## config.mk

```make
export PLATFORM = sky130hd
export DESIGN_NAME = data_mem_hs
export DESIGN_NICKNAME = d
export VERILOG_FILES = /design/src/rtl/data_mem_hs.sv
export SDC_FILE = /design/constraint.sdc
export NUM_CORES = 2
export LEC_CHECK = 0
export ABC_AREA = 1
export CORE_MARGIN = 5
export CORE_UTILIZATION = 25
export CTS_BUF_LIST = sky130_fd_sc_hd__clkbuf_4 sky130_fd_sc_hd__clkbuf_8 sky130_fd_sc_hd__clkbuf_16
export CTS_CLUSTER_SIZE = 28
export DETAILED_ROUTE_END_ITERATION = 12
export GPL_TIMING_DRIVEN = 0
export SLEW_MARGIN = 20
export SYNTH_ARGS = -nofsm -noshare
export SYNTH_HDL_FRONTEND = slang
export SYNTH_SLANG_ARGS = --single-unit
```

## constraint.sdc

```tcl
create_clock -name clk -period 4.8 [get_ports clk]
set_clock_uncertainty 0.2 [all_clocks]
set_input_delay 0.72 -clock clk [delete_from_list [all_inputs] [get_ports clk]]
set_output_delay 0.72 -clock clk [all_outputs]
set_load 0.01 [all_outputs]
```

## src/rtl/data_mem_hs.sv

```systemverilog
// Byte-addressable data memory for the RISC-V load/store path, with valid/ready
// request and response channels and a programmable number of wait states.
module data_mem_hs #(
  parameter int DEPTH_WORDS = 64,
  parameter int WAIT_STATES = 1,
  parameter int ADDR_CHECK  = 0
) (
  input  logic        clk,
  input  logic        rst_n,
  input  logic        req_valid,
  output logic        req_ready,
  input  logic        req_we,
  input  logic [2:0]  req_func3,
  input  logic [31:0] req_addr,
  input  logic [31:0] req_wdata,
  output logic        resp_valid,
  input  logic        resp_ready,
  output logic [31:0] resp_rdata,
  output logic        resp_err,
  output logic [1:0]  dbg_state
);

  // Handshake: a transfer happens on a rising edge where valid and ready are both 1;
  // the sender keeps valid and its payload stable until that edge.

  localparam int AW = $clog2(DEPTH_WORDS);
  localparam logic [31:0] ADDR_LIMIT = 32'(4 * DEPTH_WORDS);

  typedef enum logic [1:0] {
    S_IDLE = 2'd0,
    S_WAIT = 2'd1,
    S_RESP = 2'd2
  } state_t;

  state_t         state;
  logic [3:0]     cnt;
  logic           we_q;
  logic [2:0]     f3_q;
  logic [AW+1:0]  addr_q;
  logic [31:0]    wdata_q;
  logic           err_q;

  logic [31:0]    mem [DEPTH_WORDS];

  logic           f3_bad, misaligned, out_of_range, req_err;
  logic           access, mem_we;
  logic [AW-1:0]  idx;
  logic [3:0]     be;
  logic [31:0]    wd_lanes, rd_word, load_data;
  logic [7:0]     rd_byte;
  logic [15:0]    rd_half;

  assign dbg_state = state;

  // Error verdict is formed from the live request and latched at accept.
  always_comb begin
    f3_bad = 1'b0;
    case (req_func3)
      3'b000, 3'b001, 3'b010: f3_bad = 1'b0;
      3'b100, 3'b101:         f3_bad = req_we;
      default:                f3_bad = 1'b1;
    endcase
    misaligned   = ((req_func3[1:0] == 2'b01) && req_addr[0]) ||
                   ((req_func3 == 3'b010) && (req_addr[1:0] != 2'b00));
    out_of_range = (ADDR_CHECK != 0) && (req_addr >= ADDR_LIMIT);
    req_err      = f3_bad | misaligned | out_of_range;
  end

  assign idx     = addr_q[AW+1:2];
  assign access  = (state == S_WAIT) && (cnt == 4'd0);
  assign mem_we  = access && we_q && !err_q;
  assign rd_word = mem[idx];
  assign rd_byte = rd_word[{addr_q[1:0], 3'b000} +: 8];
  assign rd_half = addr_q[1] ? rd_word[31:16] : rd_word[15:0];

  always_comb begin
    be       = 4'b1111;
    wd_lanes = wdata_q;
    case (f3_q[1:0])
      2'b00: begin
        be       = 4'b0001 << addr_q[1:0];
        wd_lanes = {4{wdata_q[7:0]}};
      end
      2'b01: begin
        be       = addr_q[1] ? 4'b1100 : 4'b0011;
        wd_lanes = {2{wdata_q[15:0]}};
      end
      default: be = 4'b1111;
    endcase
  end

  always_comb begin
    load_data = rd_word;
    case (f3_q)
      3'b000:  load_data = {{24{rd_byte[7]}}, rd_byte};
      3'b001:  load_data = {{16{rd_half[15]}}, rd_half};
      3'b100:  load_data = {24'd0, rd_byte};
      3'b101:  load_data = {16'd0, rd_half};
      default: load_data = rd_word;
    endcase
  end

  // RAM is deliberately unreset; the FSM's async reset alone blocks pending stores.
  always_ff @(posedge clk) begin
    if (mem_we) begin
      for (int i = 0; i < 4; i++) begin
        if (be[i]) mem[idx][8*i +: 8] <= wd_lanes[8*i +: 8];
      end
    end
  end

  always_ff @(posedge clk or negedge rst_n) begin
    if (!rst_n) begin
      state      <= S_IDLE;
      cnt        <= 4'd0;
      we_q       <= 1'b0;
      f3_q       <= 3'd0;
      addr_q     <= '0;
      wdata_q    <= 32'd0;
      err_q      <= 1'b0;
      req_ready  <= 1'b1;
      resp_valid <= 1'b0;
      resp_rdata <= 32'd0;
      resp_err   <= 1'b0;
    end else begin
      case (state)
        S_IDLE: begin
          if (req_valid) begin
            we_q      <= req_we;
            f3_q      <= req_func3;
            addr_q    <= req_addr[AW+1:0];
            wdata_q   <= req_wdata;
            err_q     <= req_err;
            cnt       <= 4'(WAIT_STATES);
            req_ready <= 1'b0;
            state     <= S_WAIT;
          end
        end
        S_WAIT: begin
          if (cnt != 4'd0) begin
            cnt <= cnt - 4'd1;
          end else begin
            resp_valid <= 1'b1;
            resp_err   <= err_q;
            resp_rdata <= (we_q || err_q) ? 32'd0 : load_data;
            state      <= S_RESP;
          end
        end
        S_RESP: begin
          if (resp_ready) begin
            resp_valid <= 1'b0;
            resp_rdata <= 32'd0;
            resp_err   <= 1'b0;
            req_ready  <= 1'b1;
            state      <= S_IDLE;
          end
        end
        default: begin
          req_ready  <= 1'b1;
          resp_valid <= 1'b0;
          state      <= S_IDLE;
        end
      endcase
    end
  end

endmodule

```

== After elaboration in Yosys (flattened, before gate mapping) ==
Memories as Yosys holds them, arrays and structs flattened.
Index checks and enable logic that the tools add are counted.
Cells by class
  bitwise operators: 3
  reductions and logical operators: 25
  shift operators: 2
  $add $sub $neg: 1
  equal/unequal tests: 15
  muxes and demuxes: 37
Operator list (number)
  $pmux 32 s2: 2
  $pmux 32 s4: 1
  $mux 32: 3
  $shiftx 32x6->8: 1
  $mux 1: 17
  $mux 16: 1
  $pmux 4 s2: 2
  $reduce_and 3->1: 5
  $eq 3x3->1 const B: 4
  $mux 4: 3
  $eq 2x1->1 const B: 3
  $eq 3x1->1 const B: 2
  $logic_not 3->1: 2
  $mux 2: 3
  $ne 2x2->1 const B: 3
  $pmux 1 s3: 2
  $pmux 2 s3: 1
  $reduce_bool 2->1: 3
  $logic_and 1x1->1: 5
  $logic_not 2->1: 2
  $logic_not 4->1: 1
  $pmux 1 s2: 2
  $reduce_bool 4->1: 1
  $shl 1x2->4 const A: 1
  11 further kinds: 13
Word-level totals
  logic and storage cells: 95
  bits of input ports: 72
  output and inout bits: 37
  memory bits (writable): 2048
  register bits: 86
  memories kept: 1
Memories
  mem: depth 64, bits a word 32, read ports 1, clocked after Yosys merged registers in 0, wr ports 1, RTL line 43  | logic [31:0] mem [DEPTH_WORDS];

== Depth between registers and ports, before layout ==
  depth after elaboration: 6
  gate-level depth with buffers: 21
  mapped depth without buffers: 17

== Least setup slack after synthesis ==
OpenSTA, ideal clock, no wires.
  path type: register -> register
  start: register f3_q[0]
  end: memory mem[0][13], data pin
  data required time: 3898 ps
  path buffers: 2
  arrival time: 3495 ps
  cell stages (with the launch flop): 5
  library setup time: 702 ps
  clock period less this slack: 4397 ps
  setup slack: 403 ps
  path through: dfrtp_1 clkbuf_1 nor2_1 clkbuf_1 o21ai_0
Between the ends
  cells in the longest elaborated chain, start to end: 2
  elaborated cells between the ends (all ways): 3
  classes of those cells: eq/ne (1); mux (1); reduce/logical (1)
RTL lines
  from (decl): RTL line 38  | logic [2:0] f3_q;
  from (signal assigned): RTL line 130  | f3_q <= req_func3;
  $eq 2x1->1 or $logic_not 2->1 (tied branches): RTL line 79  | case (f3_q[1:0])
  $pmux 32 s2 (*): RTL line 79
  via wd_lanes[13]: RTL line 49  | logic [31:0] wd_lanes, rd_word, load_data;
  to (decl): RTL line 43
The timed path passes the listed nets; every way through them passes the cells marked *.

== Final worst setup path ==
  start: register addr_q[7]
  end: memory mem[38][20], enable pin
RTL lines
  from (decl): RTL line 39  | logic [AW+1:0] addr_q;
  from (signal assigned): RTL line 131  | addr_q <= req_addr[AW+1:0];
Straight into the memory's write port.

==> metrics.md <==
| Metric | Value |
|---|---|
| Worst skew pair latency | 880 ps |
| DR iter-0 viols | 10.47k |
| Max clock buf depth | 3 |
| Non-Filler Instances | 12.24k |
| Drt pass-1 iters | 6 |
| Worst Path Max Fanout | 10 |
| Cells on worst reg2reg path | 6 |
| Net Sw Power | between 20 and 30 mW |
| Commonest non-fill, non-tap cells in the layout | nand2_1, edfxtp_1, a21oi_1 |
| CP arrival | 5470 ps |
| Leak | 35.41 nW |
| Status | finished with violations |
| RD Place Congestion | 1.008 |
| PwrDens | 654.0 nW/um^2 |
| Most common cell after layout, fill and taps aside | nand2_1 |
| Slew HR | 14.76% |
| Post-synthesis sequential area ratio | 74.51% |
| Post-Synthesis Net Count | 7226 |
| # fillers | 34.38k |
| Share of cells above drive strength 1 | around 12% |
| Critical Path Sink | mem[38][20]$_DFFE_PP_ |
| Max Slew Vio Count | 0 |
| CTS root buf | clkbuf_16 |
| Die Width | ~600 um |
| Hold Crit Class | in -> async |
| First-pass GRT wire length | ~460000 um |
| Top FF cell, synth | edfxtp_1 |
| Routed len/inst | roughly 28 um |
| Worst hold slack | 105.1 ps |
| Cts bufs inserted | between 200 and 250 |
| Flop2flop setup slack | -410 ps |
| Largest net degree at the start of global routing | 67 |
| Post-Place Cells | 11.84k |
| Nets@finish | 7589 |
| Max_cap viols | 0 |
| Sequential Power Share | 37.5% |
| Clock share of power | 25.1% |
| Crit path capture type | flip-flop |
| Core ar. | 340100 um^2 |
| DP Worst Slack | -340.0 ps |
| Final core occ | 29.62% |
| Grt total ovfl | 0 |
| # DRC | 0 |
| DR vias | just over 60k |
| Die H | 594.6 um |
| Unique masters post-synth | 38 |
| P_int | 38.93 mW |
| TritonCTS clock tree | built |
| Vias per inst | 4.961 |
| Syn avg cell area | 11.94 um^2 |
| PortBufs | 84 |
| Crit path launch type | flip-flop |
| Clk pin slew, worst setup/hold paths | 60 ps |
| Final WL | between 300000 and 400000 um |
| Starting Density | 25.12% |
| Worst reg2reg path startpoint | addr_q[7]$_DFFE_PN0P_ |
| Final setup vio count | ~360 |
| Comb power frac | between 30% and 40% |
| Flip-flop and latch count after synthesis | 2134 |
| Worst Setup Path Type | reg -> reg |
| Slew at the pin with the worst max-slew slack | 1274 ps |
| Total Die Area | 353500 um^2 |
| Ys async rst share | 4.030% |
| HPWL Detailed | 237800 um |
| Fin Setup TNS | -32490 ps |
| Synthesis Warnings | 0 |
| Critical path origin | addr_q[7]$_DFFE_PN0P_ |
| Area growth syn-to-layout | 17.92% |
| Peak supply drop | 0.5852 mV |
| H-tree level count | 4 |
| Final setup margin | -408.8 ps |
| Tcrit/Tclk final | 108.5% |
| Mapped cell area | 85430 um^2 |
| Vias in the first global route | 55.34k |
| Cell row count | between 200 and 250 |
| Violated checks | setup timing |
| CTS sink count | 2134 |
| Fin crit period | 5209 ps |
| Antenna violations before repair | 19 |
| Crit Reg-Reg Endpoint | mem[38][20]$_DFFE_PP_ |
| Switching fraction of total power | 40.91% |
| Final Hold Viols | 0 |
| Antenna Nets Post-Route | 0 |
| I/O Pins | 109 |
| WP data required | 5060 ps |
| Post-synth EDFFs | 2048 |
| Syn Inst Count | 7152 |
| RSZ-0062 raised after global routing | yes |
| Max frequency | 192.0 MHz |
| Tot GR Track Use | 18.60% |
## Yosys cell counts (all sizes together) (2+ instances only)
cell / count / area [um^2]
nand2: 2619 / 9851
edfxtp: 2048 / 61500
nor2: 436 / 1664
a21oi: 406 / 2032
o21ai: 387 / 1937
buf: 292 / 1629
nand3: 226 / 1136
inv: 209 / 784.5
a22oi: 125 / 938.4
nand4: 119 / 744.5
clkbuf: 106 / 397.9
dfrtp: 85 / 2127
or2: 31 / 193.9
o211ai: 19 / 142.6
a22o: 15 / 131.4
nor3: 11 / 55.05
a221oi: 4 / 35.03
and2: 3 / 18.77
and3: 2 / 12.51
ha: 2 / 25.02
nor4: 2 / 12.51
## flip-flops by register name (all words and copies together) (netlist names), 2 cells and up
register and flops:
cnt 4, f3_q 3, dbg_state 2, mem 2048, resp_rdata 32, addr_q 8
wdata_q 32
## metrics by stage
stage | area (um^2) | power [mW]
finish | 100700 | 65.88
detailed placement | 93660 | 48.74
global placement | 91940 | 47.89
CTS | 100500 | 64.91
floorplan | 85430 | 36.14
global route | 100700 | 67.29
## cell families after synthesis
logic type	Yosys count	synth area share (%)
AND/OR/NAND/NOR	3449	16.02
flip-flops	2134	74.51
AO/OA/AOI/OAI	960	6.144
buffers and inverters	607	3.291
adder cells (fa/ha/maj)	2	0.02929
## routing by layer
| metal | track usage, % | share of wire (%) |
|---|---|---|
| met1 | 23.57 | 37 |
| met2 | 28.51 | 44 |
| met3 | 5.121 | 12 |
| met4 | 10.82 | 7.0 |
| met5 | 0.2273 | 0.078 |
## worst max-delay path, cell delays in order, from the launching register on
cell and delay [ps]:
dfrtp_1 490, inv_1 180, nor3_2 780, buf_2 820, clkbuf_1 590, nand2_1 680, nor2_1 1040
## area by class of cell
cell class                      count  area (um^2)  area share, %
Buffer                            398         2046          2.031
Multi-Input combinational cell   4411        19800          19.65
Sequential cell                  2134        63680          63.22
Tap cell                         4536         5675          5.634
Antenna cell                       15        37.54        0.03726
Clock buffer                      233         5445          5.405
Inverter                          209        784.5         0.7788
Clock inverter                    149         1308          1.298
Timing Repair Buffer              155         1961          1.946
## how the worst min path moves through the flow
stage                                from                          to  slack [ps]  cells past startpoint
2_1_floorplan                       rst_n       addr_q[0]$_DFFE_PN0P_         220                      0
3_3_place_gp   resp_rdata[22]$_DFFE_PN0P_  resp_rdata[22]$_DFFE_PN0P_         270                      2
3_5_place_dp   resp_rdata[20]$_DFFE_PN0P_  resp_rdata[20]$_DFFE_PN0P_         260                      2
4_1_cts                             rst_n      wdata_q[3]$_DFFE_PN0P_          70                      2
5_1_grt                             rst_n    dbg_state[0]$_DFFE_PN0P_         110                      2
6_report                            rst_n      wdata_q[6]$_DFFE_PN0P_         110                      2
## timing repair
item                                    4_1_cts  5_1_grt
pin swaps                                     0        0
gates resized for setup                      30       38
endpoints found under the hold margin        86        0
hold buffers                                  1        0
endpoints found under the setup margin      302      278
setup buffers                                 0        0
## power by group through the flow
stage | registers [mW] | clock network, mW | logic [mW]
floorplan | 25.5 | 0 | 10.6
global placement | 26.5 | 0 | 21.4
detailed placement | 25.1 | 0 | 23.7
CTS | 24.7 | 16.5 | 23.7
global route | 24.7 | 17.2 | 25.3
finish | 24.7 | 16.5 | 24.7
(Power assumes the default switching activity.)
